### src/rtl/apb_slave_pkg.sv
// Shared widths, FSM state type and address decode for the APB completer memory.
package apb_slave_pkg;

  localparam int unsigned APB_ADDR_W = 32;
  localparam int unsigned APB_DATA_W = 32;

  typedef enum logic [1:0] {
    IDLE = 2'd0,
    WAIT = 2'd1,
    RESP = 2'd2
  } apb_slv_state_t;

  // True when paddr is word aligned and lies in [base, base + depth*4).
  function automatic logic addr_ok(
    input logic [APB_ADDR_W-1:0] paddr,
    input logic [APB_ADDR_W-1:0] base,
    input int unsigned           depth
  );
    logic [APB_ADDR_W-1:0] offset;
    logic [APB_ADDR_W+1:0] span;
    offset = paddr - base;
    span   = (APB_ADDR_W + 2)'(depth) << 2;
    return (paddr[1:0] == 2'b00) && (paddr >= base) && ({2'b00, offset} < span);
  endfunction

endpackage

### src/rtl/apb_slave_regfile.sv
// DEPTH x 32 flop array: synchronous clear, one write port, one combinational read port.
module apb_slave_regfile
  import apb_slave_pkg::*;
#(
  parameter  int unsigned DEPTH = 16,
  localparam int unsigned IW    = $clog2(DEPTH)
) (
  input  logic                  pclk,
  input  logic                  preset,
  input  logic                  we,
  input  logic [IW-1:0]         widx,
  input  logic [APB_DATA_W-1:0] wdata,
  input  logic [IW-1:0]         ridx,
  output logic [APB_DATA_W-1:0] rdata
);

  logic [APB_DATA_W-1:0] mem_q [DEPTH];
  logic [APB_DATA_W-1:0] mem_d [DEPTH];

  // Next array contents: at most one word replaced per cycle.
  always_comb begin
    mem_d = mem_q;
    if (we) begin
      mem_d[widx] = wdata;
    end else begin
      mem_d[widx] = mem_q[widx];
    end
  end

  // Array storage; reset clears every word.
  always_ff @(posedge pclk) begin
    if (preset) begin
      for (int i = 0; i < DEPTH; i++) begin
        mem_q[i] <= '0;
      end
    end else begin
      mem_q <= mem_d;
    end
  end

  assign rdata = mem_q[ridx];

endmodule

### src/rtl/apb_slave_mem.sv
// APB3 completer: word-addressed register memory with programmable wait states
// and error response for misaligned or out-of-window addresses.
module apb_slave_mem
  import apb_slave_pkg::*;
#(
  parameter  logic [APB_ADDR_W-1:0] ADDR_BASE = 32'h0000_0000,
  parameter  int unsigned           DEPTH     = 16,
  parameter  int unsigned           MAX_WAIT  = 15,
  localparam int unsigned           WW        = $clog2(MAX_WAIT + 1)
) (
  input  logic                  pclk,
  input  logic                  preset,
  input  logic [APB_ADDR_W-1:0] paddr,
  input  logic                  pselx,
  input  logic                  penable,
  input  logic                  pwrite,
  input  logic [APB_DATA_W-1:0] pwdata,
  input  logic [WW-1:0]         wait_cfg,
  output logic                  pready,
  output logic [APB_DATA_W-1:0] prdata,
  output logic                  pslverr
);

  localparam int unsigned IW = $clog2(DEPTH);

  apb_slv_state_t        state_q, state_d;
  logic [WW-1:0]         cnt_q, cnt_d;
  logic [APB_ADDR_W-1:0] addr_q, addr_d;
  logic                  wr_q, wr_d;
  logic [APB_DATA_W-1:0] data_q, data_d;
  logic                  pready_q, pready_d;
  logic                  pslverr_q, pslverr_d;
  logic [APB_DATA_W-1:0] prdata_q, prdata_d;

  logic                  setup_s;
  logic                  enter_resp_s;
  logic                  ok_s;
  logic                  wr_src_s;
  logic                  we_s;
  logic [APB_ADDR_W-1:0] addr_src_s;
  logic [WW-1:0]         wait_sat_s;
  logic [IW-1:0]         idx_s;
  logic [APB_DATA_W-1:0] rdata_s;

  // Saturation only exists when wait_cfg can encode values above MAX_WAIT.
  if (((2 ** WW) - 1) > MAX_WAIT) begin : g_sat
    // Clamp the requested wait count.
    always_comb begin
      if (wait_cfg > WW'(MAX_WAIT)) begin
        wait_sat_s = WW'(MAX_WAIT);
      end else begin
        wait_sat_s = wait_cfg;
      end
    end
  end else begin : g_nosat
    assign wait_sat_s = wait_cfg;
  end

  // Decode source: live bus during setup (zero-wait responds off it), latched copy afterwards.
  always_comb begin
    setup_s = pselx && !penable;
    if (state_q == IDLE) begin
      addr_src_s = paddr;
      wr_src_s   = pwrite;
    end else begin
      addr_src_s = addr_q;
      wr_src_s   = wr_q;
    end
    ok_s  = addr_ok(addr_src_s, ADDR_BASE, DEPTH);
    idx_s = IW'((addr_src_s - ADDR_BASE) >> 2);
    we_s  = (state_q == RESP) && pselx && penable && wr_q && !pslverr_q;
  end

  // Next state, wait counter, setup latches and registered response.
  always_comb begin
    state_d      = state_q;
    cnt_d        = cnt_q;
    addr_d       = addr_q;
    wr_d         = wr_q;
    data_d       = data_q;
    enter_resp_s = 1'b0;
    pready_d     = 1'b0;
    pslverr_d    = 1'b0;
    prdata_d     = '0;

    case (state_q)
      IDLE: begin
        if (setup_s) begin
          addr_d = paddr;
          wr_d   = pwrite;
          data_d = pwdata;
          cnt_d  = wait_sat_s;
          if (wait_sat_s == '0) begin
            state_d      = RESP;
            enter_resp_s = 1'b1;
          end else begin
            state_d = WAIT;
          end
        end else begin
          state_d = IDLE;
        end
      end
      WAIT: begin
        if (!pselx) begin
          state_d = IDLE;
          cnt_d   = '0;
        end else if (cnt_q <= WW'(1)) begin
          state_d      = RESP;
          cnt_d        = '0;
          enter_resp_s = 1'b1;
        end else begin
          state_d = WAIT;
          cnt_d   = cnt_q - WW'(1);
        end
      end
      RESP: begin
        state_d = IDLE;
      end
      default: begin
        state_d = IDLE;
        cnt_d   = '0;
      end
    endcase

    if (enter_resp_s) begin
      pready_d  = 1'b1;
      pslverr_d = !ok_s;
      if (ok_s && !wr_src_s) begin
        prdata_d = rdata_s;
      end else begin
        prdata_d = '0;
      end
    end else begin
      pready_d  = 1'b0;
      pslverr_d = 1'b0;
      prdata_d  = '0;
    end
  end

  // State, latches and output registers; reset abandons any transfer in flight.
  always_ff @(posedge pclk) begin
    if (preset) begin
      state_q   <= IDLE;
      cnt_q     <= '0;
      addr_q    <= '0;
      wr_q      <= 1'b0;
      data_q    <= '0;
      pready_q  <= 1'b0;
      pslverr_q <= 1'b0;
      prdata_q  <= '0;
    end else begin
      state_q   <= state_d;
      cnt_q     <= cnt_d;
      addr_q    <= addr_d;
      wr_q      <= wr_d;
      data_q    <= data_d;
      pready_q  <= pready_d;
      pslverr_q <= pslverr_d;
      prdata_q  <= prdata_d;
    end
  end

  apb_slave_regfile #(
    .DEPTH (DEPTH)
  ) u_regfile (
    .pclk   (pclk),
    .preset (preset),
    .we     (we_s),
    .widx   (idx_s),
    .wdata  (data_q),
    .ridx   (idx_s),
    .rdata  (rdata_s)
  );

  assign pready  = pready_q;
  assign prdata  = prdata_q;
  assign pslverr = pslverr_q;

endmodule
### config.mk
export PLATFORM = sky130hd
export DESIGN_NAME = apb_slave_mem
export DESIGN_NICKNAME = d
export VERILOG_FILES = /design/src/rtl/apb_slave_pkg.sv /design/src/rtl/apb_slave_regfile.sv /design/src/rtl/apb_slave_mem.sv
export SDC_FILE = /design/constraint.sdc
export NUM_CORES = 1
export LEC_CHECK = 0
export CAP_MARGIN = 25
export CORE_MARGIN = 1
export CORE_UTILIZATION = 40
export DETAILED_ROUTE_END_ITERATION = 8
export SYNTH_ARGS = -nofsm -noshare
export SYNTH_HDL_FRONTEND = slang
export SYNTH_SLANG_ARGS = --single-unit
### constraint.sdc
create_clock -name pclk -period 3.1 [get_ports pclk]
set_clock_uncertainty 0.05 [all_clocks]
set_input_delay 0.93 -clock pclk [delete_from_list [all_inputs] [get_ports pclk]]
set_output_delay 0.93 -clock pclk [all_outputs]
set_load 0.005 [all_outputs]
# ---- After elaboration in Yosys (flattened, before gate mapping)
# Index checks and enable logic that the tools add are counted.
dict set report word_totals {
  regBits 617
  input_bits 73
  output_inout_bits 34
  word_cells 82
}
dict set report op_classes {
  add_sub_neg 1
  order_cmp 5
  n_eq_ne 3
  muxes 25
  bitwise_logic 4
  reduce_logical 20
}
# operator count
set op_table {}
lappend op_table {{$bwmux 512} 2}
lappend op_table {{$mux 512} 1}
lappend op_table {{$bmux 32 s4} 1}
lappend op_table {{$demux 32 s4} 1}
lappend op_table {{$mux 32} 4}
lappend op_table {{$ge 32x1->1 const B} 1}
lappend op_table {{$lt 32x7->1 const B} 1}
lappend op_table {{$mux 4} 3}
lappend op_table {{$pmux 4 s3} 1}
lappend op_table {{$logic_and 1x1->1} 9}
lappend op_table {{$mux 2} 4}
lappend op_table {{$mux 1} 6}
lappend op_table {{$ge 5x5->1 const B} 1}
lappend op_table {{$lt 5x1->1 const B} 1}
lappend op_table {{$not 4->5} 1}
lappend op_table {{$le 4x1->1 const B} 1}
lappend op_table {{$logic_not 1->1} 4}
lappend op_table {{$logic_not 2->1} 2}
lappend op_table {{$logic_not 4->1} 1}
lappend op_table {{$pmux 2 s2} 1}
lappend op_table {{$reduce_and 2->1} 2}
lappend op_table {{$sub 4x1->4 const B} 1}
lappend op_table {{$not 1->1} 3}
lappend op_table {{$reduce_or 3->1} 1}
lappend op_table {{other kinds (5)} 5}

# ---- Depth between registers and ports, before layout
dict set report logic_depth {
  ltp_word 9
  ltp_mapped 9
  mapped_depth_nobuf 7
}

# ---- Hierarchy
# Synthesis repeated with hierarchy kept, for this count alone.
dict set report unflattened {
  hier_cells 3372
  area_unflattened_um2 33549.7
}
# mod instances cells_per_inst area_each_um2 seq_area_each_um2
set modules_own_cells {}
lappend modules_own_cells {apb_slave_regfile 1 2943 29839.9 10249.8}
lappend modules_own_cells {apb_slave_mem 1 429 3709.8 2102.0}

# ---- Worst setup path after synthesis
# OpenSTA, ideal clock, no wires.
dict set report synth_path {
  path_kind {input to register}
  start {input paddr[3]}
  end {register prdata_q[10] (netlist: prdata[10])}
  setup_time_ns 0.078
  arrival_time_ns 2.487
  required_time_ns 2.972
  path_slack_ns 0.485
  path_stages 7
  n_path_buf 2
  cell_sequence {or4b_1 > o21ai_2 > buf_2 > buf_2 > a22oi_1 > a21bo_1 > a41oi_2}
}
dict set report synth_via {
  elab_chain_len 7
  word_cells_on_any_way 12
  classes_between {order compare (2); mux (4); bitwise (2); reduce/logical (4)}
}
# element line
set synth_rtl {}
lappend synth_rtl {{from (decl)} apb_slave_mem.sv:13} ;# input logic [APB_ADDR_W-1:0] paddr,
lappend synth_rtl {{$mux 32 *} apb_slave_mem.sv:62} ;# if (state_q == IDLE) begin
lappend synth_rtl {{$ge 32x1->1} apb_slave_pkg.sv:23} ;# return (paddr[1:0] == 2'b00) && (paddr >= base) && ({2'b00, offset} < span);
lappend synth_rtl {{$logic_and 1x1->1 (2 in series)} apb_slave_pkg.sv:23}
lappend synth_rtl {{$logic_and 1x1->1} apb_slave_mem.sv:128} ;# if (ok_s && !wr_src_s) begin
lappend synth_rtl {{$not 1->1 (no source line)} n/a}
lappend synth_rtl {{$reduce_or 3->1 (no source line)} n/a}
lappend synth_rtl {{to (signal assigned)} apb_slave_mem.sv:159} ;# prdata_q <= prdata_d;
lappend synth_rtl {{to (decl)} apb_slave_mem.sv:33} ;# logic [APB_DATA_W-1:0] prdata_q, prdata_d;
# Every way passes the cells marked *; elsewhere a longest branch is shown, timed or not. The select of a mux whose other input is x is not followed.
# A chain may end at the register's enable or synchronous reset.

# ---- Worst setup path after layout
dict set report layout_path {
  start {input paddr[2]}
  end {register u_regfile.mem_q[172] (netlist name)}
}
dict set report layout_via {
  elab_chain_len 8
  word_cells_on_any_way 13
  classes_between {order compare (2); mux (9); bitwise (1); reduce/logical (1)}
}
# element line
set layout_rtl {}
lappend layout_rtl {{$mux 32 *} apb_slave_mem.sv:62}
lappend layout_rtl {{$not 4->5 (implied by the code) *} {apb_slave_regfile.sv:24, apb_slave_regfile.sv:26}}
lappend layout_rtl {{$ge 5x5->1 (implied by the code) / $lt 5x1->1 (equally long branches)} {apb_slave_regfile.sv:24, apb_slave_regfile.sv:26}}
lappend layout_rtl {{$logic_and 1x1->1 (implied by the code)} {apb_slave_regfile.sv:24, apb_slave_regfile.sv:26}}
lappend layout_rtl {{$mux 32 (implied by the code)} {apb_slave_regfile.sv:24, apb_slave_regfile.sv:26}}
lappend layout_rtl {{$demux 32 s4} {apb_slave_regfile.sv:24, apb_slave_regfile.sv:26}}
lappend layout_rtl {{$bwmux 512 (on tied branches)} {apb_slave_regfile.sv:26, apb_slave_regfile.sv:24}}
lappend layout_rtl {{$mux 512 *} apb_slave_regfile.sv:23} ;# if (we) begin
lappend layout_rtl {{to (signal assigned)} apb_slave_regfile.sv:37} ;# mem_q <= mem_d;
lappend layout_rtl {{to (decl)} apb_slave_regfile.sv:17} ;# logic [APB_DATA_W-1:0] mem_q [DEPTH];
# Marked as above.

==> metrics list <==
- Status: complete, no violations
- The longest clock path from root to sink contains 3 buffers.
* Global-route total usage across every layer: 0.271
* Starting DRC count in detailed routing: 1725
* Setup slack of the critical path after layout: 0.306 ns
* Total detailed-routing wirelength: 87400 um
* Clock input transition at the sequential cells of the worst setup and hold paths: 0.06 ns
- The die covers 63700 sq um.
* Post-CTS sizing: 0
- TritonCTS built the clock tree.
- Diodes inserted: 0
- With fillers left out, the area of the finished cells amounts to 31900 sq um.
- Count of maximum capacitance violations: 0
* Relative contribution of combinational cells to total power: 0.083
- Sequential share of power: 0.452
- The worst hold path passes through 2 cells.
- Count of distinct cell types in the synthesized netlist: 52
- Derived from the worst setup path, the maximum achievable clock frequency is 358 MHz.
- The critical path is of the input pin to register type.
- The share of the Yosys chip area taken by registers is 0.493.
- By instance count, the leading cell after synthesis is sky130_fd_sc_hd__dfxtp_1.
* Avg Vias per Cell: 6.27
- Timing analysis after detailed placement gives a worst setup slack of -0.277 ns.
* Count of warnings emitted by yosys: 0
* Endpoint kind of the worst setup timing path: register
- Residual antenna-violating net count after detailed routing: 0
* CORE AREA: 61800 sq um
* Portion of total power attributed to the clock network: 0.465
- Initial antenna violation count: 1
- Leading post-synthesis cells by cell area: sky130_fd_sc_hd__dfxtp_1 (49%), sky130_fd_sc_hd__a22o_1 (18%), sky130_fd_sc_hd__a22oi_1 (5.6%)
- Switching Power: 0.00432 W
- Buffers placed on the I/O ports in this run total 106.
- Setup violations remaining at the end of the flow were counted as 0.
* Number of buffers added for setup after CTS: 0
- For this design the ratio of total power to cell area is 555 nW/um^2.
* Number of nets at the end of the flow: 2535
- Global route overflow: 0
- The synthesized netlist occupies a cell area of 25100 sq um.
- Synth cell count leaders: sky130_fd_sc_hd__dfxtp_1 (617), sky130_fd_sc_hd__a22o_1 (512), sky130_fd_sc_hd__a22oi_1 (188), sky130_fd_sc_hd__clkbuf_1 (139), sky130_fd_sc_hd__nand2_1 (138)
* Placed wire-length estimate after detailed placement: 55500 um
- Critical path startpoint category: input pin
* Final TNS setup: 0 ns
* Total placed instance area: 29600 sq um
* Slew at the pin closest to its max-slew limit: 0.995 ns
- First-pass iteration count of the detailed router: 6
- Most common flop cell mapped by yosys: sky130_fd_sc_hd__dfxtp_1
* Post-synthesis net count: 2331
* Layout cell share with drive strength beyond 1: 0.271
- Largest voltage drop on the vdd net: 0.404 mV
- Number of core rows: 91
- Worst max-slew margin expressed relative to the limit: 0.328
- Seq cells post-synth: 617
* Vias in the first global route: 21200
- HP Class: register to register
- The clock net in this run drives a total of 617 sinks.
- The number of cells on the worst reg-to-reg path is 10.
- Syn Inst Count: 2256
- Share of the clock period used by the worst path: 0.901
* Maximum number of pins on one net before global-route repair: 66
* Slack of the worst reg-to-reg path: 0.60 ns
* Net switching fraction of the power: 0.244
- After detailed routing, the number of remaining DRC violations is 0.
- Number of placed I/O pins: 107
* Total via count in the routed design: 21000
- Dividing the synthesized area by the synthesized cell count gives 11.1 sq um.
- For this configuration, the core starts out at a cell density of 0.405.
* Hold Buf Count CTS: 0
* Number of slew-limit violations in the final report: 0
- In the final layout, the multi-input gates occupy 11900 sq um.
* Leak: 11.2 nW
- The largest total area in the synthesized netlist belongs to sky130_fd_sc_hd__dfxtp_1.
- Maximum fanout along the worst path: 16
* # fillers: 5342
* Worst endpoint data arrival time: 3.28 ns
* Async set-or-reset flop fraction in the synthesized netlist: 0
* Pwr Total: 0.0177 W
- Yosys mapped a number of flops with a built-in enable equal to 0.
* Cell-internal power: 0.0134 W
- CP Data Required Time: 3.58 ns
- Worst reg2reg startpoint: state_q[1]
* Root Buffer: sky130_fd_sc_hd__clkbuf_16
* Floorplan die width: 252 um
* Area fraction of the dominant cell type after synthesis: 0.493
- The most critical setup path has its startpoint at paddr[2].
* Wire length of the first global-routing pass: 132000 um
- The number of clock buffers added by TritonCTS is 68.
- Hold path startpoint: addr_q[20]
- Clock insertion delay at the later pin of the skew report: 0.62 ns
- After detailed routing, the average wire length per cell comes to 26.1 um.
- Last weighted congestion value of the routability-driven placer: 0.852
- CTS HTree Levels: 3
- Die Y-Extent: 252 um
* Sequential standard cell area: 12400 sq um
- From synthesis to final layout, the design area changed by 27.3%.
* Setup repair after global routing missed its margin: false
* Crit path time final: 2.79 ns
- The hold violation count in the final report is 0.
## critical path, stage by stage
cell                              delay (ns)
sky130_fd_sc_hd__clkdlybuf4s50_1        0.49
sky130_fd_sc_hd__or4b_4                 0.58
sky130_fd_sc_hd__o21ai_4                0.17
sky130_fd_sc_hd__buf_4                  0.35
sky130_fd_sc_hd__a22oi_1                0.14
sky130_fd_sc_hd__a31oi_1                0.39
sky130_fd_sc_hd__a22o_1                 0.20
## power by group through the flow
stage | registers, W | logic, W | clock network, W
global route | 0.00801 | 0.00151 | 0.00868
finish | 0.00800 | 0.00147 | 0.00823
global placement | 0.00818 | 0.00143 | 0
CTS | 0.00800 | 0.00145 | 0.00836
floorplan | 0.00817 | 0.000571 | 0
detailed placement | 0.00818 | 0.00144 | 0
## kinds of logic after synthesis
| family | count (synthesis) | share of synthesized area |
|---|---|---|
| adder cells (fa/ha/maj) | 2 | 0.000998 |
| buffers and inverters | 238 | 0.0428 |
| multiplexers | 1 | 0.000399 |
| XOR/XNOR | 1 | 0.000349 |
| AND/OR/NAND/NOR | 240 | 0.0450 |
| flip-flops | 617 | 0.493 |
| AO/OA/AOI/OAI | 1157 | 0.418 |
## metrics by stage
| stage | cells | util | hold slack, ns |
|---|---|---|---|
| 6_report | 3348 | 0.516 | 0.404 |
| 5_1_grt | 3348 | 0.516 | 0.422 |
| 4_1_cts | 3348 | 0.516 | 0.407 |
| 3_5_place_dp | 3227 | 0.480 | 0.398 |
| 3_3_place_gp | 3226 | 0.479 | 0.394 |
| 2_1_floorplan | 2256 | - | 0.386 |
## layout by cell type, fill, tap and decap left out, types with 67 or more instances in the layout
cell type / count
sky130_fd_sc_hd__clkdlybuf4s50_1: 105
sky130_fd_sc_hd__a21bo_2: 107
sky130_fd_sc_hd__buf_12: 105
sky130_fd_sc_hd__a22o_1: 512
sky130_fd_sc_hd__a22oi_2: 70
sky130_fd_sc_hd__a21oi_1: 67
sky130_fd_sc_hd__dfxtp_1: 617
sky130_fd_sc_hd__buf_4: 156
sky130_fd_sc_hd__nand2_1: 135
sky130_fd_sc_hd__clkbuf_16: 70
sky130_fd_sc_hd__a31oi_2: 70
sky130_fd_sc_hd__a22oi_1: 188
## path summary, 6_finish.rpt
kind / endpoint
worst max-delay path: u_regfile.mem_q[172]
worst min-delay path: addr_q[20]
worst max register to register: u_regfile.mem_q[459]
worst min register to register: addr_q[20]
## per-layer routing
layer | wire, um | up-vias | track usage
met5 | 0 | - | 0
met4 | 3260 | 0 | 0.111
met3 | 6080 | 196 | 0.0476
met2 | 40800 | 909 | 0.446
met1 | 37300 | 10600 | 0.350
li1 | - | 9298 | -
## final cells by class
class	count	area share
inverters	5	0.000588
clock buffers	95	0.0613
multi-input cells	1401	0.372
clock inverters	26	0.00961
well taps	837	0.0328
repair buffers	367	0.136
flip-flops and latches	617	0.387
## state kept, by name, indices dropped and copies added, names as in the netlist
register,cells
prdata,32
state_q,2
pready,1
data_q,32
pslverr,1
cnt_q,4
addr_q,32
wr_q,1
u_regfile.mem_q,512
No activity file was read; power rests on OpenSTA's default activity.
